### src/rtl/spike_tally.sv
// Per-channel spike tally: decodes classifier results into cluster labels, attributes
// them round-robin to channels and keeps saturating per-channel/per-cluster counters.
module spike_tally #(
  parameter int unsigned FEATURES      = 3,
  parameter int unsigned MAX_CLUSTERS  = 5,
  parameter int unsigned CHANNEL_COUNT = 4,
  parameter int unsigned COUNT_WIDTH   = 16,
  localparam int unsigned LW   = (FEATURES > 1) ? $clog2(FEATURES) : 1,
  localparam int unsigned LBW  = (MAX_CLUSTERS > 1) ? $clog2(MAX_CLUSTERS) : 1,
  localparam int unsigned CW   = (CHANNEL_COUNT > 1) ? $clog2(CHANNEL_COUNT) : 1,
  localparam int unsigned NCNT = CHANNEL_COUNT * MAX_CLUSTERS,
  localparam int unsigned AW   = (NCNT > 1) ? $clog2(NCNT) : 1
) (
  input  logic                   clk,
  input  logic                   reset,
  input  logic [LW-1:0]          level,
  input  logic [LW-1:0]          path,
  input  logic                   out_valid,
  input  logic                   ch_sync,
  output logic                   label_valid,
  output logic [LBW-1:0]         label,
  output logic [CW-1:0]          label_ch,
  input  logic                   rd_req,
  input  logic [AW-1:0]          rd_addr,
  input  logic                   rd_clear,
  output logic                   rd_valid,
  output logic [COUNT_WIDTH-1:0] rd_data,
  output logic                   saturated
);

  localparam logic [COUNT_WIDTH-1:0] CNT_MAX = '1;

  logic [COUNT_WIDTH-1:0] cnt_q [NCNT];
  logic [COUNT_WIDTH-1:0] cnt_d [NCNT];
  logic [CW-1:0]          ch_q, ch_d, ch_eff;
  logic                   label_valid_q;
  logic [LBW-1:0]         label_q;
  logic [CW-1:0]          label_ch_q;
  logic                   rd_valid_q;
  logic [COUNT_WIDTH-1:0] rd_data_q;
  logic                   saturated_q;

  logic                   sel_bit;
  logic [LW:0]            lbl_sum;
  logic [LBW-1:0]         lbl_c;
  logic [AW-1:0]          ev_idx;
  logic [COUNT_WIDTH-1:0] rd_val;
  logic                   sat_set;

  // Label decode: level plus the branch bit taken at that node; levels past the
  // last node have no branch bit and contribute zero.
  always_comb begin
    sel_bit = 1'b0;
    for (int i = 0; i < int'(LW); i++) begin
      if (level == LW'(i)) sel_bit = path[i];
    end
    lbl_sum = {1'b0, level} + (LW+1)'(sel_bit);
    if (32'(lbl_sum) > MAX_CLUSTERS - 1) lbl_c = LBW'(MAX_CLUSTERS - 1);
    else                                 lbl_c = LBW'(lbl_sum);
  end

  // Channel pointer; a sync in the same cycle as an event claims that event for channel 0.
  always_comb begin
    ch_eff = ch_sync ? '0 : ch_q;
    ch_d   = ch_q;
    if (out_valid) ch_d = (ch_eff == CW'(CHANNEL_COUNT - 1)) ? '0 : ch_eff + CW'(1);
    else if (ch_sync) ch_d = '0;
    ev_idx = AW'(32'(ch_eff) * MAX_CLUSTERS + 32'(lbl_c));
  end

  // Counter next-state, read mux and saturation detect; read sees the pre-update value.
  always_comb begin
    rd_val  = '0;
    sat_set = 1'b0;
    for (int i = 0; i < int'(NCNT); i++) begin
      cnt_d[i] = cnt_q[i];
      if (rd_req && rd_addr == AW'(i)) rd_val = cnt_q[i];
      if (rd_req && rd_clear && rd_addr == AW'(i)) begin
        cnt_d[i] = (out_valid && ev_idx == AW'(i)) ? COUNT_WIDTH'(1) : '0;
      end else if (out_valid && ev_idx == AW'(i)) begin
        if (cnt_q[i] != CNT_MAX) cnt_d[i] = cnt_q[i] + COUNT_WIDTH'(1);
        if (cnt_q[i] >= CNT_MAX - COUNT_WIDTH'(1)) sat_set = 1'b1;
      end
    end
  end

  always_ff @(posedge clk) begin
    if (!reset) begin
      for (int i = 0; i < int'(NCNT); i++) cnt_q[i] <= '0;
      ch_q          <= '0;
      label_valid_q <= 1'b0;
      label_q       <= '0;
      label_ch_q    <= '0;
      rd_valid_q    <= 1'b0;
      rd_data_q     <= '0;
      saturated_q   <= 1'b0;
    end else begin
      for (int i = 0; i < int'(NCNT); i++) cnt_q[i] <= cnt_d[i];
      ch_q          <= ch_d;
      label_valid_q <= out_valid;
      if (out_valid) begin
        label_q    <= lbl_c;
        label_ch_q <= ch_eff;
      end
      rd_valid_q <= rd_req;
      if (rd_req) rd_data_q <= rd_val;
      saturated_q <= saturated_q | sat_set;
    end
  end

  assign label_valid = label_valid_q;
  assign label       = label_q;
  assign label_ch    = label_ch_q;
  assign rd_valid    = rd_valid_q;
  assign rd_data     = rd_data_q;
  assign saturated   = saturated_q;

endmodule

### config.mk
export PLATFORM = sky130hd
export DESIGN_NAME = spike_tally
export DESIGN_NICKNAME = d
export VERILOG_FILES = /design/src/rtl/spike_tally.sv
export SDC_FILE = /design/constraint.sdc
export NUM_CORES = 1
export LEC_CHECK = 0
export CORE_MARGIN = 10
export CORE_UTILIZATION = 57
export CTS_CLUSTER_DIAMETER = 100
export CTS_CLUSTER_SIZE = 20
export DETAILED_ROUTE_END_ITERATION = 7
export PLACE_DENSITY_LB_ADDON = 0.05
export SETUP_SLACK_MARGIN = 0.5
export SYNTH_ARGS = -nofsm -noshare
export SYNTH_HDL_FRONTEND = slang
export SYNTH_SLANG_ARGS = --single-unit
### constraint.sdc
create_clock -name clk -period 4.67 [get_ports clk]
set_clock_uncertainty 0.1 [all_clocks]
set_input_delay 1.1675 -clock clk [delete_from_list [all_inputs] [get_ports clk]]
set_output_delay 1.1675 -clock clk [all_outputs]
set_load 0.02 [all_outputs]
==> results, run 1 <==
- The required time at the worst-slack endpoint is a little over 5 ns.
- The adder and majority cell fraction of the synthesized area is 3.22%.
- The mapped netlist covers about 20,000 um^2.
- Clock tree synthesis found a total of 346 sinks.
- The max capacitance violation total is 0.
- By instance count, the cell type seen most on the critical path is sky130_fd_sc_hd__ha_4.
- The count of nets left with antenna violations once routing finished came out at 0.
- Hold repair after CTS inserted 0 buffers.
- The met1 routing resource usage after global routing is between 40% and 50%.
- The number of synthesized register bits is about 350.
- After detailed routing, the number of remaining DRC violations is 2.
- The launching instance or port of the critical path is ch_sync.
- The data arrival time of the critical path is 4.50 ns.
- Across all setup checks in the final design, the least slack found is roughly 0.54 ns.
- The max-slew violation count was 0.
- The total wire length is between 60 and 70 mm.
- The total nets after synthesis is ~2,500.
- After detailed routing, the average wire length per cell comes to ~23 um.
- For this design the ratio of total power to cell area is roughly 230 nW/um^2.
- The number of vias after detailed routing is ~20,000.
- The worst register-to-register path begins at ch_q[1].
- In this run, synthesis inferred 0 flip-flops with an integrated enable.
- Counting flops with an async set or reset pin after synthesis yields a share of 0%.
- The HPWL after detailed placement is 52.6 mm.
- STA classifies the critical path endpoint as a register.
- Entering global routing, the biggest net connects 29 pins.
- The largest single stage delay on the critical path is approximately 0.66 ns.
- Counting distinct cell types in the post-synthesis netlist gives a little over 90.
- The top cell type by total area after synthesis is sky130_fd_sc_hd__dfxtp_1.
- For met3 alone, demand over resource in global routing was under 10%.
- Counting tap cells, the placed design contains a total of 3,007 instances.
- Counting instances in the post-synthesis netlist gives the leading cell types as 386 x sky130_fd_sc_hd__nor2_1, 346 x sky130_fd_sc_hd__dfxtp_1, 196 x sky130_fd_sc_hd__nand2_1.
- The congestion estimate from routability-driven global placement came to between 1 and 1.5.
- The critical path class is primary input to register.
- The final hold violation count is 0.
- In this run the most critical hold path is launched from rd_data[4].
- In this run the horizontal extent of the chip is ~200 um.
- The portion of the post-synthesis area used by sequential elements is approximately a third.
- TritonCTS built the clock tree.
- After layout, the worst path uses between 80% and 90% of the clock period.
- The worst-case IR drop observed on VDD is 0.000327 V.
- Counting every instance in the synthesized netlist gives between 2,000 and 2,500.
- The initial antenna violation count was 1.
- The average cell area after synthesis is slightly above 8 um^2.
- For the pin with the worst max-slew slack, the measured transition is roughly 1.3 ns.
- The wire length of the first global-routing pass is 106 mm.
- The main flop type after synthesis is sky130_fd_sc_hd__dfxtp_1.
- In this run, CTS created clock tree buffers numbering 21.
- The most used routing layer in global routing is met2.
- Input and output buffers added on the ports amount to 38.
- The sort of element at the start of the critical path is a primary input.
- The die is roughly 200 um tall.
- The signal on the critical path passes through clkdlybuf4s50_1 -> nor2b_4 -> ha_4 -> ha_4 -> fa_2 -> buf_6 -> nor2_4 -> nand3_1 -> or4b_4 -> or3_1 -> a21oi_1.
- Yosys attributes the largest share of cell area to sky130_fd_sc_hd__dfxtp_1 35%, sky130_fd_sc_hd__nor2_1 7.4%, sky130_fd_sc_hd__xor2_1 6.4%.
- Among all stages on the critical path, the largest delay is contributed by sky130_fd_sc_hd__or4b_4.
- The clock period minus final worst setup slack is between 4 and 5 ns.
- Global routing consumed, on the met2 layer, between 40% and 50% of the routing resources.
- The source-to-sink clock delay at the later pin of the worst-skew pair is 0.56 ns.
- 0 antenna diodes ended up in the layout.
- After global routing the overflow that remains totals 0.
- For this configuration, the core starts out at a cell density of around three fifths.
- The post-route non-filler standard cell count is slightly above 3,000.
- The total track usage is 31.6%.
- The clock passes through at most 3 buffers.
- Of the post-synthesis cell area, the part taken by muxes is 2.50%.
- The final number of setup-violating endpoints is 0.
- CTS built an H-tree with a depth of 1.
- The checks that failed: DRC.
- On the final layout, the worst hold slack is ~0.35 ns.
- After clock tree synthesis, the clock-pin slew on the worst setup and hold paths is about 0.080 ns.
- The area added between synthesis and finish is 16.9%.
- The number of global-route vias before repair is 18,000.
- Summed over all failing endpoints, the final setup total negative slack is 0 ns.
- By area, the combinational part of the netlist is dominated by simple AND/OR/NAND/NOR gates.
- In the routed layout, each cell is associated on average with a via count of between 6 and 7.
- The number of top-level pins is 39.
- The core outline area is 33,800 um^2.
- After Yosys synthesis, XOR and XNOR cells account for between 10 and 15% of the synthesized area.
- The fraction of layout instances using a drive strength above 1 is 14.1%.
- The share of synthesized cell area in and, or, nand and nor gates is 29.2%.
- In the post-synthesis netlist, the cell with the most instances is sky130_fd_sc_hd__nor2_1.
- The first-iteration detailed-routing DRC count is ~2,200.
- The top cell type by area accounts for between 30% and 40% of the synthesized area.
- The number of nets in the layout is 2,663.
- For this run, the number of Yosys warnings is 0.
- The buffer cell driving the clock tree root is sky130_fd_sc_hd__clkbuf_16.
- Of all nets on the critical path, the largest fanout is 7.
- The pre-CTS worst setup slack is -0.613 ns.
- The run finished, with violations left.
- After detailed placement, the total cell area comes to around 22,000 um^2.
- The path category of the worst min-delay check is register to register.
- Setup repair after global routing could not meet its margin everywhere.
- The final instance area is ~23,000 um^2.
- The area fraction in compound gates after synthesis is 15.4%.
- The highest clock frequency the design can meet is ~240 MHz.
- The placement row count is 67.
- In this run the tightest slew margin relative to its limit is a little over an eighth.
- In this run the static leakage power is ~8 nW.
- The area of the die is 42,400 um^2.
- The first detailed-routing pass took 8 iterations.
layout by cell type, fill, tap and decap left out, drive strengths merged, types with 50 or more instances in the layout:
| master | count |
|---|---|
| xor2 | 143 |
| a21oi | 122 |
| a211oi | 50 |
| dfxtp | 346 |
| xnor2 | 109 |
| buf | 196 |
| nor3 | 69 |
| o21ai | 102 |
| or3 | 52 |
| nand3 | 133 |
| inv | 62 |
| nand2 | 197 |
| nand4 | 105 |
| nor2 | 391 |
worst max-delay path: cells and delay by family:
family | cells | cell delay, ns
AO/OA/AOI/OAI | 1 | 0.15
AND/OR/NAND/NOR | 5 | 1.63
adder cells (fa/ha/maj) | 3 | 0.88
buffers and inverters | 2 | 0.67
final timing paths:
check,to,slack [ns],depth (start not counted)
setup / recovery,cnt_q[2][10],0.54,11
hold / removal,rd_data[4],0.35,2
hold reg to reg,rd_data[4],0.35,2
setup reg to reg,cnt_q[2][10],1.32,10
per-layer routing:
metal / share of wire [%] / vias up
met5: 0.012 / -
met3: 8.7 / 201
met1: 42 / 9421
met4: 5.0 / 2
li1: - / 9065
met2: 45 / 904
flip-flops by register name, summed over array words and instances, names as in the netlist:
signal and cells:
cnt_q 320, rd_data 16, label 3, ch_q 2, label_ch 2, label_valid 1, rd_valid 1, saturated 1
where the power goes:
group	total [mW]	switching [mW]	internal [mW]	leakage, nW
clock network	1.87	1.05	0.812	0.266
registers	2.99	0.0287	2.97	2.79
logic	0.533	0.335	0.198	4.91
cell type report:
cell class / count / area, um^2
clock inverters: 1 / 16.3
repair buffers: 231 / 1970
clock buffers: 21 / 526
well taps: 448 / 561
fillers: 2854 / 10800
flip-flops and latches: 346 / 6930
multi-input cells: 1936 / 12800
inverters: 62 / 233
timing repair:
action	CTS	global route
setup buffers	9	6
endpoints found under the setup margin	304	160
gates cloned	0	1
pin swaps	22	25
gates resized for setup	33	40
endpoints found under the hold margin	0	0
stage by stage:
| step | util, % | power [mW] |
|---|---|---|
| floorplan | - | 3.33 |
| global route | 68.1 | 5.53 |
| global placement | 65.3 | 3.55 |
| detailed placement | 65.3 | 3.56 |
| finish | 68.1 | 5.39 |
| CTS | 67.4 | 5.37 |
kinds of logic after synthesis:
kind of cell / after synthesis
flip-flops: 346
multiplexers: 46
XOR/XNOR: 252
AND/OR/NAND/NOR: 1146
buffers and inverters: 163
adder cells (fa/ha/maj): 50
AO/OA/AOI/OAI: 442
Power figures use the tool's default switching activity.
==> run 2: changes to the inputs <==
--- a/config.mk
+++ b/config.mk
@@ -13,2 +13,3 @@
 export PLACE_DENSITY_LB_ADDON = 0.05
+export RECOVER_POWER = 50
 export SETUP_SLACK_MARGIN = 0.5
--- a/constraint.sdc
+++ b/constraint.sdc
@@ -4,2 +4,2 @@
 set_output_delay 1.1675 -clock clk [all_outputs]
-set_load 0.02 [all_outputs]
+set_load 0.1 [all_outputs]
==> results, run 2 (synthesized netlist as in run 1, its figures left out) <==
- The number of global-route vias before repair was 18,000 (unchanged).
- The run finished with clean final reports.
- The highest clock frequency the design can meet is 227 MHz (-6.5%).
- The core outline area came to 33,800 um^2 (unchanged).
- The maximum clock path buffer count is 3 (unchanged).
- The leading cell type in the layout, fill and taps excluded is sky130_fd_sc_hd__nor2_1.
- The detailed-route wire length on metal 1 is 28.5 mm (-0.95%).
- The y dimension of the die is 206 um (unchanged).
- The actual transition at the worst max-transition pin is 1.25 ns (-0.0364 ns).
- Setup repair after global routing could not meet its margin everywhere.
- The remaining antenna violation count after routing is 0 (unchanged).
- The worst slew margin relative to its limit is 15.7% (+2.4 points).
- The CTS sink count is 346 (unchanged).
- The data arrival time of the critical path was 4.73 ns (+0.23 ns).
- The final setup slack of the worst path is 0.256 ns (-0.286 ns).
- The max capacitance violation total came to 0 (unchanged).
- The fraction of layout instances using a drive strength above 1 is 11.6% (-2.5 points).
- The global-route congestion overflow total is 0 (unchanged).
- The total negative slack for setup checks was 0 ns (unchanged).
- Compared with the post-synthesis result, the final layout area differs by 15.0%.
- The critical path class is primary input to register.
- The routed length on met3 was 6.24 mm (+3.7%).
- The clock period minus final worst setup slack is 4.41 ns (+0.286 ns).
- The number of buffers added by the clock tree synthesis step came to 21 (unchanged).
- The number of top-level pins is 39 (unchanged).
- The flip-flop count of the largest register after layout came to 320 (unchanged).
- The total wire length is 69.3 mm (about the same).
- The power density over the cells is 239 nW/um^2 (+1.8%).
- The total design power was 5.40 mW (+0.11%).
- The met2 routed wirelength is 31.1 mm (+0.27%).
- The width of the chip is 206 um (unchanged).
- The tree is rooted in a sky130_fd_sc_hd__clkbuf_16.
- The initial antenna violation count is 1 (unchanged).
- The total track usage is 31.6% (unchanged).
- The required time at the worst-slack endpoint is 4.98 ns (-0.06 ns).
- The length of the first detailed-routing pass in iterations is 6 (-2).
- The source-to-sink clock delay at the later pin of the worst-skew pair is 0.56 ns (about the same).
- The final number of setup-violating endpoints is 0 (unchanged).
- The number of buffers added on ports is 38 (unchanged).
- The final weighted congestion in routability-driven placement came to 1.04 (unchanged).
- The HPWL after detailed placement is 52.6 mm (unchanged).
- The maximum vdd ir drop is 0.000327 V (+0.23%).
- The wire length of the first global-routing pass is 106 mm (unchanged).
- The maximum level of the CTS H-tree is 1 (unchanged).
- The number of vias per cell is 6.44 (+0.14%).
- The number of DRC violations after detailed routing is 0 (-2).
- The starting utilization of the core area is 58.3% (unchanged).
- The cell leakage power is 7.84 nW (-1.6%).
- The top layer used by detailed routing is met5.
- The final hold violation count is 0 (unchanged).
- The critical path capture point type is a register.
- The pre-CTS worst setup slack was -0.613 ns (unchanged).
- The path category of the worst min-delay check is register to register.
- The placement row count is 67 (unchanged).
- The max-slew violation count was 0 (unchanged).
- The library cells used most frequently in the layout, excluding fill and tap cells, are 381 x sky130_fd_sc_hd__nor2_1, 346 x sky130_fd_sc_hd__dfxtp_1, 194 x sky130_fd_sc_hd__nand2_1.
- The number of antenna repair diodes is 0 (unchanged).
- The top register by number of flip-flops is cnt_q.
- The clock-pin transition on the worst setup and hold timing paths was 0.08 ns (about the same).
- The average wire per cell in the routed design came to 22.8 um (about the same).
- The TritonCTS clock tree is done.
- The count of filler cells inserted in the layout is 2,936 (+2.9%).
- The first-iteration detailed-routing DRC count is 2,116 (-3.7%).
- The maximum number of pins on one net before global-route repair came to 29 (unchanged).
- The area of the die is 42,400 um^2 (unchanged).
- The number of nets in the layout is 2,663 (unchanged).
- The number of vias after detailed routing is 19,600 (+0.14%).
- The highest fanout seen on the critical path is 15 (+8).
- The final cycle utilization of the critical path was 94.5% (+6.1 points).
- The worst setup path is launched from a primary input.
-- run 2: critical path, stage by stage --
cell and delay [ns]:
sky130_fd_sc_hd__clkdlybuf4s50_1 0.57, sky130_fd_sc_hd__buf_4 0.21, sky130_fd_sc_hd__clkbuf_1 0.74, sky130_fd_sc_hd__nand2b_1 0.26, sky130_fd_sc_hd__or3_1 0.54, sky130_fd_sc_hd__clkbuf_1 0.30, sky130_fd_sc_hd__o21ai_0 0.21, sky130_fd_sc_hd__clkbuf_1 0.60
sky130_fd_sc_hd__nor2_1 0.11
-- run 2: layer usage --
| metal | track usage [%] | vias to the layer above |
|---|---|---|
| met5 | 0 | - |
| met3 | 5.02 | 191 |
| met4 | 13.2 | 2 |
| met2 | 49.7 | 932 |
| met1 | 42.4 | 9427 |
| li1 | - | 9069 |
-- run 2: path summary, 6_finish.rpt --
path | endpoint | depth (start not counted) | from | slack [ns]
worst max-delay path | cnt_q[4][22] | 9 | rd_req | 0.26
worst min-delay path | rd_data[4] | 2 | rd_data[4] | 0.35
worst max register to register | cnt_q[4][46] | 13 | ch_q[1] | 1.13
worst min register to register | rd_data[4] | 2 | rd_data[4] | 0.35
-- run 2: where the power goes --
part           internal (mW)  leakage (nW)  switching, mW
Sequential              2.97          2.79         0.0281
Combinational          0.177          4.78          0.366
Clock                  0.812         0.266           1.05
-- run 2: cell type report --
type	instances	area [um^2]	area share (%)
clock buffers	21	526	2.32
clock inverters	1	16.3	0.0719
inverters	62	233	1.03
multi-input cells	1936	12600	55.6
flip-flops and latches	346	6930	30.6
well taps	448	561	2.48
repair buffers	231	1790	7.92
-- run 2: repair_timing --
action / 4_1_cts / 5_1_grt
resized for setup: 33 / 40
gates cloned: 0 / 1
setup buffers: 9 / 6
pin swaps: 22 / 25
setup endpoints to repair: 304 / 160
hold buffers: 0 / 0
-- run 2: metrics by stage --
stage / cells / hold slack [ns] / util [%] / area [um^2]
after floorplan: 2445 / 0.364 / - / 20100
after global placement: 3007 / 0.341 / 65.3 / 22100
after detailed placement: 3007 / 0.342 / 65.3 / 22100
after CTS: 3038 / 0.354 / 67.4 / 22800
after global routing: 3045 / 0.367 / 67.0 / 22600
final: 3045 / 0.350 / 67.0 / 22600
